<file path="src/rtl/stream_mux_pkg.sv">
// stream_mux shared types and helpers.
// Arbitration mode encoding and the channel-index width function.
package stream_mux_pkg;

    typedef logic [0:0] arb_mode_t;

    localparam arb_mode_t ARB_FIXED = 1'b0;
    localparam arb_mode_t ARB_RR    = 1'b1;

    // Channel index width, never narrower than one bit.
    function automatic int clog2_min1(input int n);
        return (n <= 2) ? 1 : $clog2(n);
    endfunction

endpackage

</file>
<file path="src/rtl/stream_mux_if.sv">
// N-channel input bundle plus single registered output stream.
// slave = the mux, master = producers/consumer environment.
interface stream_mux_if #(
    parameter int WIDTH = 32,
    parameter int NCH   = 4,
    localparam int CW   = stream_mux_pkg::clog2_min1(NCH)
);

    logic [NCH*WIDTH-1:0] in_data;
    logic [NCH-1:0]       in_valid;
    logic [NCH-1:0]       in_last;
    logic [NCH-1:0]       in_ready;
    logic [WIDTH-1:0]     out_data;
    logic                 out_valid;
    logic                 out_last;
    logic [CW-1:0]        out_ch;
    logic                 out_ready;

    modport master (
        output in_data, in_valid, in_last, out_ready,
        input  in_ready, out_data, out_valid, out_last, out_ch
    );

    modport slave (
        input  in_data, in_valid, in_last, out_ready,
        output in_ready, out_data, out_valid, out_last, out_ch
    );

endinterface

</file>
<file path="src/rtl/rr_arbiter.sv">
// Combinational channel arbiter: fixed-priority or round-robin,
// with a lock override that pins the grant to one channel.
module rr_arbiter
    import stream_mux_pkg::*;
#(
    parameter int        NCH      = 4,
    parameter arb_mode_t ARB_MODE = ARB_RR,
    localparam int       CW       = clog2_min1(NCH)
) (
    input  logic [NCH-1:0] req_i,
    input  logic [CW-1:0]  ptr_i,
    input  logic           lock_i,
    input  logic [CW-1:0]  lock_ch_i,
    output logic [NCH-1:0] grant_o,
    output logic [CW-1:0]  gidx_o
);

    localparam logic [CW-1:0] LAST = CW'(NCH - 1);

    logic [CW-1:0] cand;
    logic          found;

    // Pick one channel; round-robin walks upward from ptr with explicit wrap.
    always_comb begin
        grant_o = '0;
        gidx_o  = '0;
        found   = 1'b0;
        cand    = ptr_i;
        if (lock_i) begin
            grant_o[lock_ch_i] = 1'b1;
            gidx_o             = lock_ch_i;
        end else if (ARB_MODE == ARB_FIXED) begin
            for (int i = 0; i < NCH; i++) begin
                if (!found && req_i[i]) begin
                    found      = 1'b1;
                    grant_o[i] = 1'b1;
                    gidx_o     = CW'(i);
                end
            end
        end else begin
            for (int i = 0; i < NCH; i++) begin
                if (!found && req_i[cand]) begin
                    found         = 1'b1;
                    grant_o[cand] = 1'b1;
                    gidx_o        = cand;
                end
                cand = (cand == LAST) ? '0 : cand + CW'(1);
            end
        end
    end

endmodule

</file>
<file path="src/rtl/stream_mux.sv">
// N-channel valid/ready stream mux with one registered output stage,
// fixed or round-robin arbitration and optional packet locking.
module stream_mux
    import stream_mux_pkg::*;
#(
    parameter int        WIDTH    = 32,
    parameter int        NCH      = 4,
    parameter arb_mode_t ARB_MODE = ARB_RR,
    parameter bit        PKT_LOCK = 1'b1,
    localparam int       CW       = clog2_min1(NCH)
) (
    input  logic         clk,
    input  logic         rst_n,
    stream_mux_if.slave  bus
);

    localparam logic [CW-1:0] LAST = CW'(NCH - 1);

    logic [WIDTH-1:0] out_data_q, out_data_d;
    logic             out_valid_q, out_valid_d;
    logic             out_last_q, out_last_d;
    logic [CW-1:0]    out_ch_q, out_ch_d;
    logic [CW-1:0]    rr_ptr_q, rr_ptr_d;
    logic             lock_q, lock_d;
    logic [CW-1:0]    lock_ch_q, lock_ch_d;

    logic [NCH-1:0]   grant;
    logic [CW-1:0]    gidx;
    logic [NCH-1:0]   in_ready;
    logic             load;
    logic             xfer;
    logic [WIDTH-1:0] sel_data;
    logic             sel_last;

    rr_arbiter #(
        .NCH      (NCH),
        .ARB_MODE (ARB_MODE)
    ) u_arb (
        .req_i     (bus.in_valid),
        .ptr_i     (rr_ptr_q),
        .lock_i    (lock_q),
        .lock_ch_i (lock_ch_q),
        .grant_o   (grant),
        .gidx_o    (gidx)
    );

    // Handshake: only the granted channel sees ready, and only when
    // the output register can take a beat.
    always_comb begin
        load     = ~out_valid_q | bus.out_ready;
        in_ready = (rst_n && load) ? grant : '0;
        xfer     = |(bus.in_valid & in_ready);
        sel_data = bus.in_data[gidx*WIDTH +: WIDTH];
        sel_last = bus.in_last[gidx];
    end

    // Next state for output register, round-robin pointer and lock.
    always_comb begin
        out_data_d  = out_data_q;
        out_valid_d = out_valid_q;
        out_last_d  = out_last_q;
        out_ch_d    = out_ch_q;
        rr_ptr_d    = rr_ptr_q;
        lock_d      = lock_q;
        lock_ch_d   = lock_ch_q;
        if (load) begin
            out_valid_d = xfer;
        end
        if (xfer) begin
            out_data_d = sel_data;
            out_last_d = sel_last;
            out_ch_d   = gidx;
            if (ARB_MODE == ARB_RR && (!PKT_LOCK || sel_last)) begin
                rr_ptr_d = (gidx == LAST) ? '0 : gidx + CW'(1);
            end
            if (PKT_LOCK) begin
                if (!lock_q && !sel_last) begin
                    lock_d    = 1'b1;
                    lock_ch_d = gidx;
                end else if (lock_q && sel_last) begin
                    lock_d = 1'b0;
                end
            end
        end
    end

    // State registers.
    always_ff @(posedge clk or negedge rst_n) begin
        if (!rst_n) begin
            out_data_q  <= '0;
            out_valid_q <= 1'b0;
            out_last_q  <= 1'b0;
            out_ch_q    <= '0;
            rr_ptr_q    <= '0;
            lock_q      <= 1'b0;
            lock_ch_q   <= '0;
        end else begin
            out_data_q  <= out_data_d;
            out_valid_q <= out_valid_d;
            out_last_q  <= out_last_d;
            out_ch_q    <= out_ch_d;
            rr_ptr_q    <= rr_ptr_d;
            lock_q      <= lock_d;
            lock_ch_q   <= lock_ch_d;
        end
    end

    assign bus.in_ready  = in_ready;
    assign bus.out_data  = out_data_q;
    assign bus.out_valid = out_valid_q;
    assign bus.out_last  = out_last_q;
    assign bus.out_ch    = out_ch_q;

endmodule

</file>
<file path="src/flat_wrapper.sv">
// flat-port wrapper written by rule: the top's interface ports become plain ports
module stream_mux_flat import stream_mux_pkg::*;
#(
    parameter int        WIDTH    = 32,
    parameter int        NCH      = 4,
    parameter arb_mode_t ARB_MODE = ARB_RR,
    parameter bit        PKT_LOCK = 1'b1,
    localparam int       CW       = clog2_min1(NCH)
)
  (clk, rst_n, bus_in_data, bus_in_valid, bus_in_last, bus_out_ready, bus_in_ready, bus_out_data, bus_out_valid, bus_out_last, bus_out_ch);
  stream_mux_if #(.WIDTH(WIDTH), .NCH(NCH)) bus_i ();
  input  logic clk;
  input  logic rst_n;
  input wire logic [$bits(bus_i.in_data)-1:0] bus_in_data;
  input wire logic [$bits(bus_i.in_valid)-1:0] bus_in_valid;
  input wire logic [$bits(bus_i.in_last)-1:0] bus_in_last;
  input wire logic [$bits(bus_i.out_ready)-1:0] bus_out_ready;
  output wire logic [$bits(bus_i.in_ready)-1:0] bus_in_ready;
  output wire logic [$bits(bus_i.out_data)-1:0] bus_out_data;
  output wire logic [$bits(bus_i.out_valid)-1:0] bus_out_valid;
  output wire logic [$bits(bus_i.out_last)-1:0] bus_out_last;
  output wire logic [$bits(bus_i.out_ch)-1:0] bus_out_ch;
  assign bus_i.in_data = bus_in_data;
  assign bus_i.in_valid = bus_in_valid;
  assign bus_i.in_last = bus_in_last;
  assign bus_i.out_ready = bus_out_ready;
  assign bus_in_ready = bus_i.in_ready;
  assign bus_out_data = bus_i.out_data;
  assign bus_out_valid = bus_i.out_valid;
  assign bus_out_last = bus_i.out_last;
  assign bus_out_ch = bus_i.out_ch;
  stream_mux #(.WIDTH(WIDTH), .NCH(NCH), .ARB_MODE(ARB_MODE), .PKT_LOCK(PKT_LOCK)) u_core (.clk(clk), .rst_n(rst_n), .bus(bus_i));
endmodule
</file>
<file path="config.mk">
export PLATFORM = sky130hd
export DESIGN_NAME = stream_mux_flat
export DESIGN_NICKNAME = d
export VERILOG_FILES = /design/src/rtl/stream_mux_pkg.sv /design/src/rtl/stream_mux_if.sv /design/src/rtl/rr_arbiter.sv /design/src/rtl/stream_mux.sv /design/src/flat_wrapper.sv
export SDC_FILE = /design/constraint.sdc
export NUM_CORES = 1
export LEC_CHECK = 0
export ABC_AREA = 1
export BUFFER_PORTS_ARGS = -buffer_cell sky130_fd_sc_hd__buf_4
export CAP_MARGIN = 25
export CORE_MARGIN = 8
export CORE_UTILIZATION = 39
export CTS_CLUSTER_SIZE = 40
export DETAILED_ROUTE_END_ITERATION = 8
export PLACE_DENSITY = 0.7
export RECOVER_POWER = 50
export SYNTH_ARGS = -nofsm -noshare
export SYNTH_HDL_FRONTEND = slang
export SYNTH_SLANG_ARGS = --single-unit
</file>
<file path="constraint.sdc">
create_clock -name clk -period 4 [get_ports clk]
set_input_delay 0.6 -clock clk [delete_from_list [all_inputs] [get_ports clk]]
set_output_delay 0.6 -clock clk [all_outputs]
set_load 0.01 [all_outputs]
</file>
* Word-level counts from Yosys, hierarchy flattened
Cells that the tools add are included.
Word-level totals: output and inout bits 40, register bits after elaboration 41
Cells by class: add/sub/neg operators 4, reduce and logical (&&, ||, !) cells 21, shift-type cells 1, bitwise operators 6, equal/unequal tests 4, mux-type cells 46, magnitude comparators 11
Operators with widths (number):
- $shiftx 128x8->32 | 1
- $mux 4 | 9
- $lt 2x3->1 const B | 6
- $mux 1 | 18
- $mux 2 | 9
- $or 4x4->4 | 3
- $logic_and 1x1->1 | 11
- $bmux 1 s2 | 5
- $demux 1 s2 | 5
- $ge 2x1->1 const B | 5
- $add 2x1->2 const B | 4
- $eq 2x2->1 const B | 4
- $reduce_and 2->1 | 3
- $logic_not 1->1 | 5
- $and 4x4->4 | 1
- $reduce_or 4->1 | 1
- $reduce_bool 2->1 | 1
- $not 1->1 | 1
- $or 1x1->1 | 1

* Depth between registers and ports, before layout
depth after elaboration 22, gate-level depth with buffers 24, mapped depth without buffers 21

* Modules after synthesis
A second synthesis with hierarchy kept.
Unflattened totals: cell total of the unflattened synthesis 496, area total of the unflattened synthesis 3281.9 um^2
Modules (own cells, without submodules):
- stream_mux | instances 1, area each 2631.3 um^2, sequential area each 1026.0 um^2, cells an instance 385
- rr_arbiter | instances 1, area each 650.6 um^2, sequential area each 0.0 um^2, cells an instance 111

* Worst setup path after synthesis
No wires, ideal clock.
path kind register to register, start reg u_core.rr_ptr_q[0], end reg u_core.lock_q, data required time 3883 ps, stages on the path, launching flop included 25, setup time 117 ps, buffers on the path 3, path slack 1195 ps, arrival 2689 ps, cell sequence dfrtp_1 > buf_6 > inv_4 > ha_1 > inv_1 > nand3_1 > nand2_1 > inv_2 > nor2_4 > buf_6 > nand2_1 > nand3_1 > nand2_1 > nand2_2 > nand2_4 > buf_6 > nand2_1 > nand3_1 > nand2_1 > inv_1 > ha_1 > inv_1 > nand2_1 > nand2_1 > nand2_1
Between the ends: word-level cells in the longest chain between the ends 22, elaborated cells between the ends (all ways) 76, classes of those cells add/sub (3); order compare (8); eq/ne (3); mux (42); bitwise (4); reduce/logical (16)
Ends and longest elaborated chain:
- from (decl) | RTL line stream_mux.sv:23 | logic [CW-1:0] rr_ptr_q, rr_ptr_d;
- from (signal assigned) | RTL line stream_mux.sv:102 | rr_ptr_q <= rr_ptr_d;
- branches (longest 22 deep; another with $lt 2x3->1)
- to (signal assigned) | RTL line stream_mux.sv:103 | lock_q <= lock_d;
- to (decl) | RTL line stream_mux.sv:24 | logic lock_q, lock_d;
Several ways; the timed one is not identified. The select of a mux whose other input is x is not followed. A chain may end at the register's enable or synchronous reset.

* Final worst setup path
start reg u_core.rr_ptr_q[0], end reg u_core.rr_ptr_q[1]
Between the ends: word-level cells in the longest chain between the ends 20, elaborated cells between the ends (all ways) 74, classes of those cells add/sub (4); order compare (8); eq/ne (4); mux (42); bitwise (4); reduce/logical (12)
Ends and longest elaborated chain:
- branches (longest 20 deep; another with $lt 2x3->1)
Several ways; the timed one is not identified. The select of a mux whose other input is x is not followed.

==> impl_metrics.env <==
export IMPL_root_buffer="clkbuf_8"
export IMPL_final_common_cell="nand2_1"
export IMPL_initial_core_util=0.395
export IMPL_synth_warnings=0
export IMPL_status="finished, final reports clean"
export IMPL_place_congestion=0.863
export IMPL_grt_max_degree=101
export IMPL_rsz0062_at_grt="false"
export IMPL_seqCellArea_um2=1030
export IMPL_path_cells="inv_4 > ha_1 > inv_1 > nand3_1 > nand2_1 > inv_2 > nor2_4 > and2_1 > nand2_1 > nand4_1 > nand2_2 > inv_4 > buf_4 > ha_1 > nand3_1 > nand2_1"
export IMPL_hold_viol=0
export IMPL_dpl_hpwl_um=9990
export IMPL_syn_inst=550
export IMPL_cts_buffers=5
export IMPL_syn_avg_cell_area_um2=6.54
export IMPL_drv_cap=0
export IMPL_cpMaxStageDelayCell="dfrtp_1"
export IMPL_post_cts_resize_count=0
export IMPL_die_area_um2=12600
export IMPL_grt_overflow=0
export IMPL_power_density_nw_per_um2=964
export IMPL_detail_route_wl_per_cell_um=14.9
export IMPL_grt_usage=0.188
export IMPL_yosysSeqAreaShare=0.285
export IMPL_required_ns=4.19
export IMPL_crit_family="simple AND/OR/NAND/NOR gates"
export IMPL_synth_cell_types=26
export IMPL_drv_slew=0
export IMPL_tightest_slew_ns=0.556
export IMPL_wl_um=12200
export IMPL_cp_common_cell="nand2_1"
export IMPL_end_kind="register"
export IMPL_grt_pass1_vias=4012
export IMPL_drive_above_1_share=0.291
export IMPL_drt_iter0_markers=232
export IMPL_rr_worst_depth=16
export IMPL_cts_buffer_depth=2
export IMPL_reg2reg_slack_ns=0.58
export IMPL_r2r_start="u_core.rr_ptr_q[0]"
export IMPL_h_tree_depth=2
export IMPL_setup_violations=0
export IMPL_post_place_cells=815
export IMPL_crit_type="register to register"
export IMPL_dr_pass1_iters=4
export IMPL_clk_pin_slew_ns=0.09
export IMPL_drcViolationCount=0
export IMPL_vias=3993
export IMPL_syn_nets=697
export IMPL_fmax_mhz=292
export IMPL_timing_critical_path_fanout_max=34
export IMPL_fin_cells=823
export IMPL_fin_skew_ns=0.00525
export IMPL_design_area_um2=4930
export IMPL_leakagePower_uw=0.00285
export IMPL_slew_headroom=0.628
export IMPL_drt_antenna_violating_nets=0
export IMPL_die_w_um=112
export IMPL_multiInputGateArea_um2=2020
export IMPL_synth_area_um2=3600
export IMPL_crit_path_max_incr_delay_ns=0.66
export IMPL_via_per_inst=4.85
export IMPL_post_cts_buffers=0
export IMPL_portBuffers=178
export IMPL_insertion_delay_ns=0.30
export IMPL_final_cell_mix="247 x nand2_1, 163 x buf_4, 82 x inv_1, 47 x o211ai_1, 41 x dfrtp_1"
export IMPL_boundaryPins=179
export IMPL_cts_tree="yes"
export IMPL_cp_start_kind="register"
export IMPL_finalPower_uw=4750
export IMPL_reg2reg_to="u_core.rr_ptr_q[1]"
export IMPL_fin_nets=858
export IMPL_dieHeight_um=112
export IMPL_min_path_type="input port to async pin"
export IMPL_rows=35
export IMPL_nFillCells=919
export IMPL_coreArea_um2=9110
export IMPL_path_depth=16
export IMPL_setup_tns_final_ns=0
export IMPL_critPathBufInv=5
export IMPL_grt_first_pass_wirelength_um=19500
export IMPL_cts_hold_buffers=0
export IMPL_crit_start="u_core.rr_ptr_q[0]"
export IMPL_cp_endpoint="u_core.rr_ptr_q[1]"
export IMPL_min_period_ns=3.42
export IMPL_synth_seq_cells=41
export IMPL_fin_crit_sh=0.856
export IMPL_syn_to_final_growth_pct=36.8
export IMPL_crit_arrival_ns=3.62
export IMPL_cts_sinks=41
export IMPL_antenna_found_initial=0
export IMPL_vdd_ir_drop_max_v=0.000751
export IMPL_placed_area_um2=4910
export IMPL_diodes=0
[how the worst min path moves through the flow]
stage,endpoint,from
2_1_floorplan,u_core.bus.out_ch[0],rst_n
3_3_place_gp,u_core.bus.out_data[10],u_core.bus.out_data[10]
3_5_place_dp,u_core.bus.out_data[13],u_core.bus.out_data[13]
4_1_cts,u_core.bus.out_data[6],rst_n
5_1_grt,u_core.bus.out_data[6],rst_n
6_report,u_core.bus.out_data[6],rst_n
[registers in the layout (all words and copies together) (netlist names)]
register,flops
u_core.bus.out_ch,2
u_core.bus.out_data,32
u_core.bus.out_last,1
u_core.bus.out_valid,1
u_core.lock_ch_q,2
u_core.lock_q,1
u_core.rr_ptr_q,2
[Yosys cell counts, drive strengths merged]
cell type  count  share of area
a21boi         4         0.0083
a21oi          5         0.0070
and2           2         0.0035
buf           25          0.056
clkbuf         5         0.0052
clkinv         1         0.0010
dfrtp         41           0.29
ha             8          0.028
inv           86          0.091
nand2        255           0.28
nand3         27          0.039
nand3b         2         0.0042
nand4          6          0.010
nor2          13          0.021
o211ai        64           0.16
o21ai          6         0.0083
[routing by layer]
layer / GRT usage / share of wire
met5: 0 / 0
met1: 0.228 / 0.43
met3: 0.0456 / 0.055
met4: 0.0342 / 0.0093
met2: 0.334 / 0.51
[per-stage QoR]
step	hold WS, ns	setup slack (ns)	utilization
after floorplan	0.304	1.19	-
after global placement	0.463	0.650	0.540
after detailed placement	0.467	0.571	0.540
after CTS	0.300	0.557	0.549
after global routing	0.313	0.268	0.541
final	0.275	0.577	0.541
[power by group]
part	switching, uW	internal (uW)	total, uW	leakage (uW)
clock	154	121	274	0.0000439
combinational	2390	1310	3700	0.00229
sequential	140	632	771	0.000511
[kinds of logic after synthesis]
kind of cell / after synthesis / share of synthesized area
AOI/OAI and AO/OA: 79 / 0.181
and+or+nand+nor: 305 / 0.353
buffers and inverters: 117 / 0.153
adders and majority gates: 8 / 0.0278
DFF: 41 / 0.285
[cell type report]
| type | instances | area share |
|---|---|---|
| multi-input cells | 392 | 0.411 |
| clock inverters | 3 | 0.00356 |
| inverters | 87 | 0.0673 |
| flip-flops and latches | 41 | 0.208 |
| repair buffers | 184 | 0.268 |
| clock buffers | 5 | 0.0140 |
| well taps | 111 | 0.0282 |
Note: power is estimated with default switching activity, not from simulation.
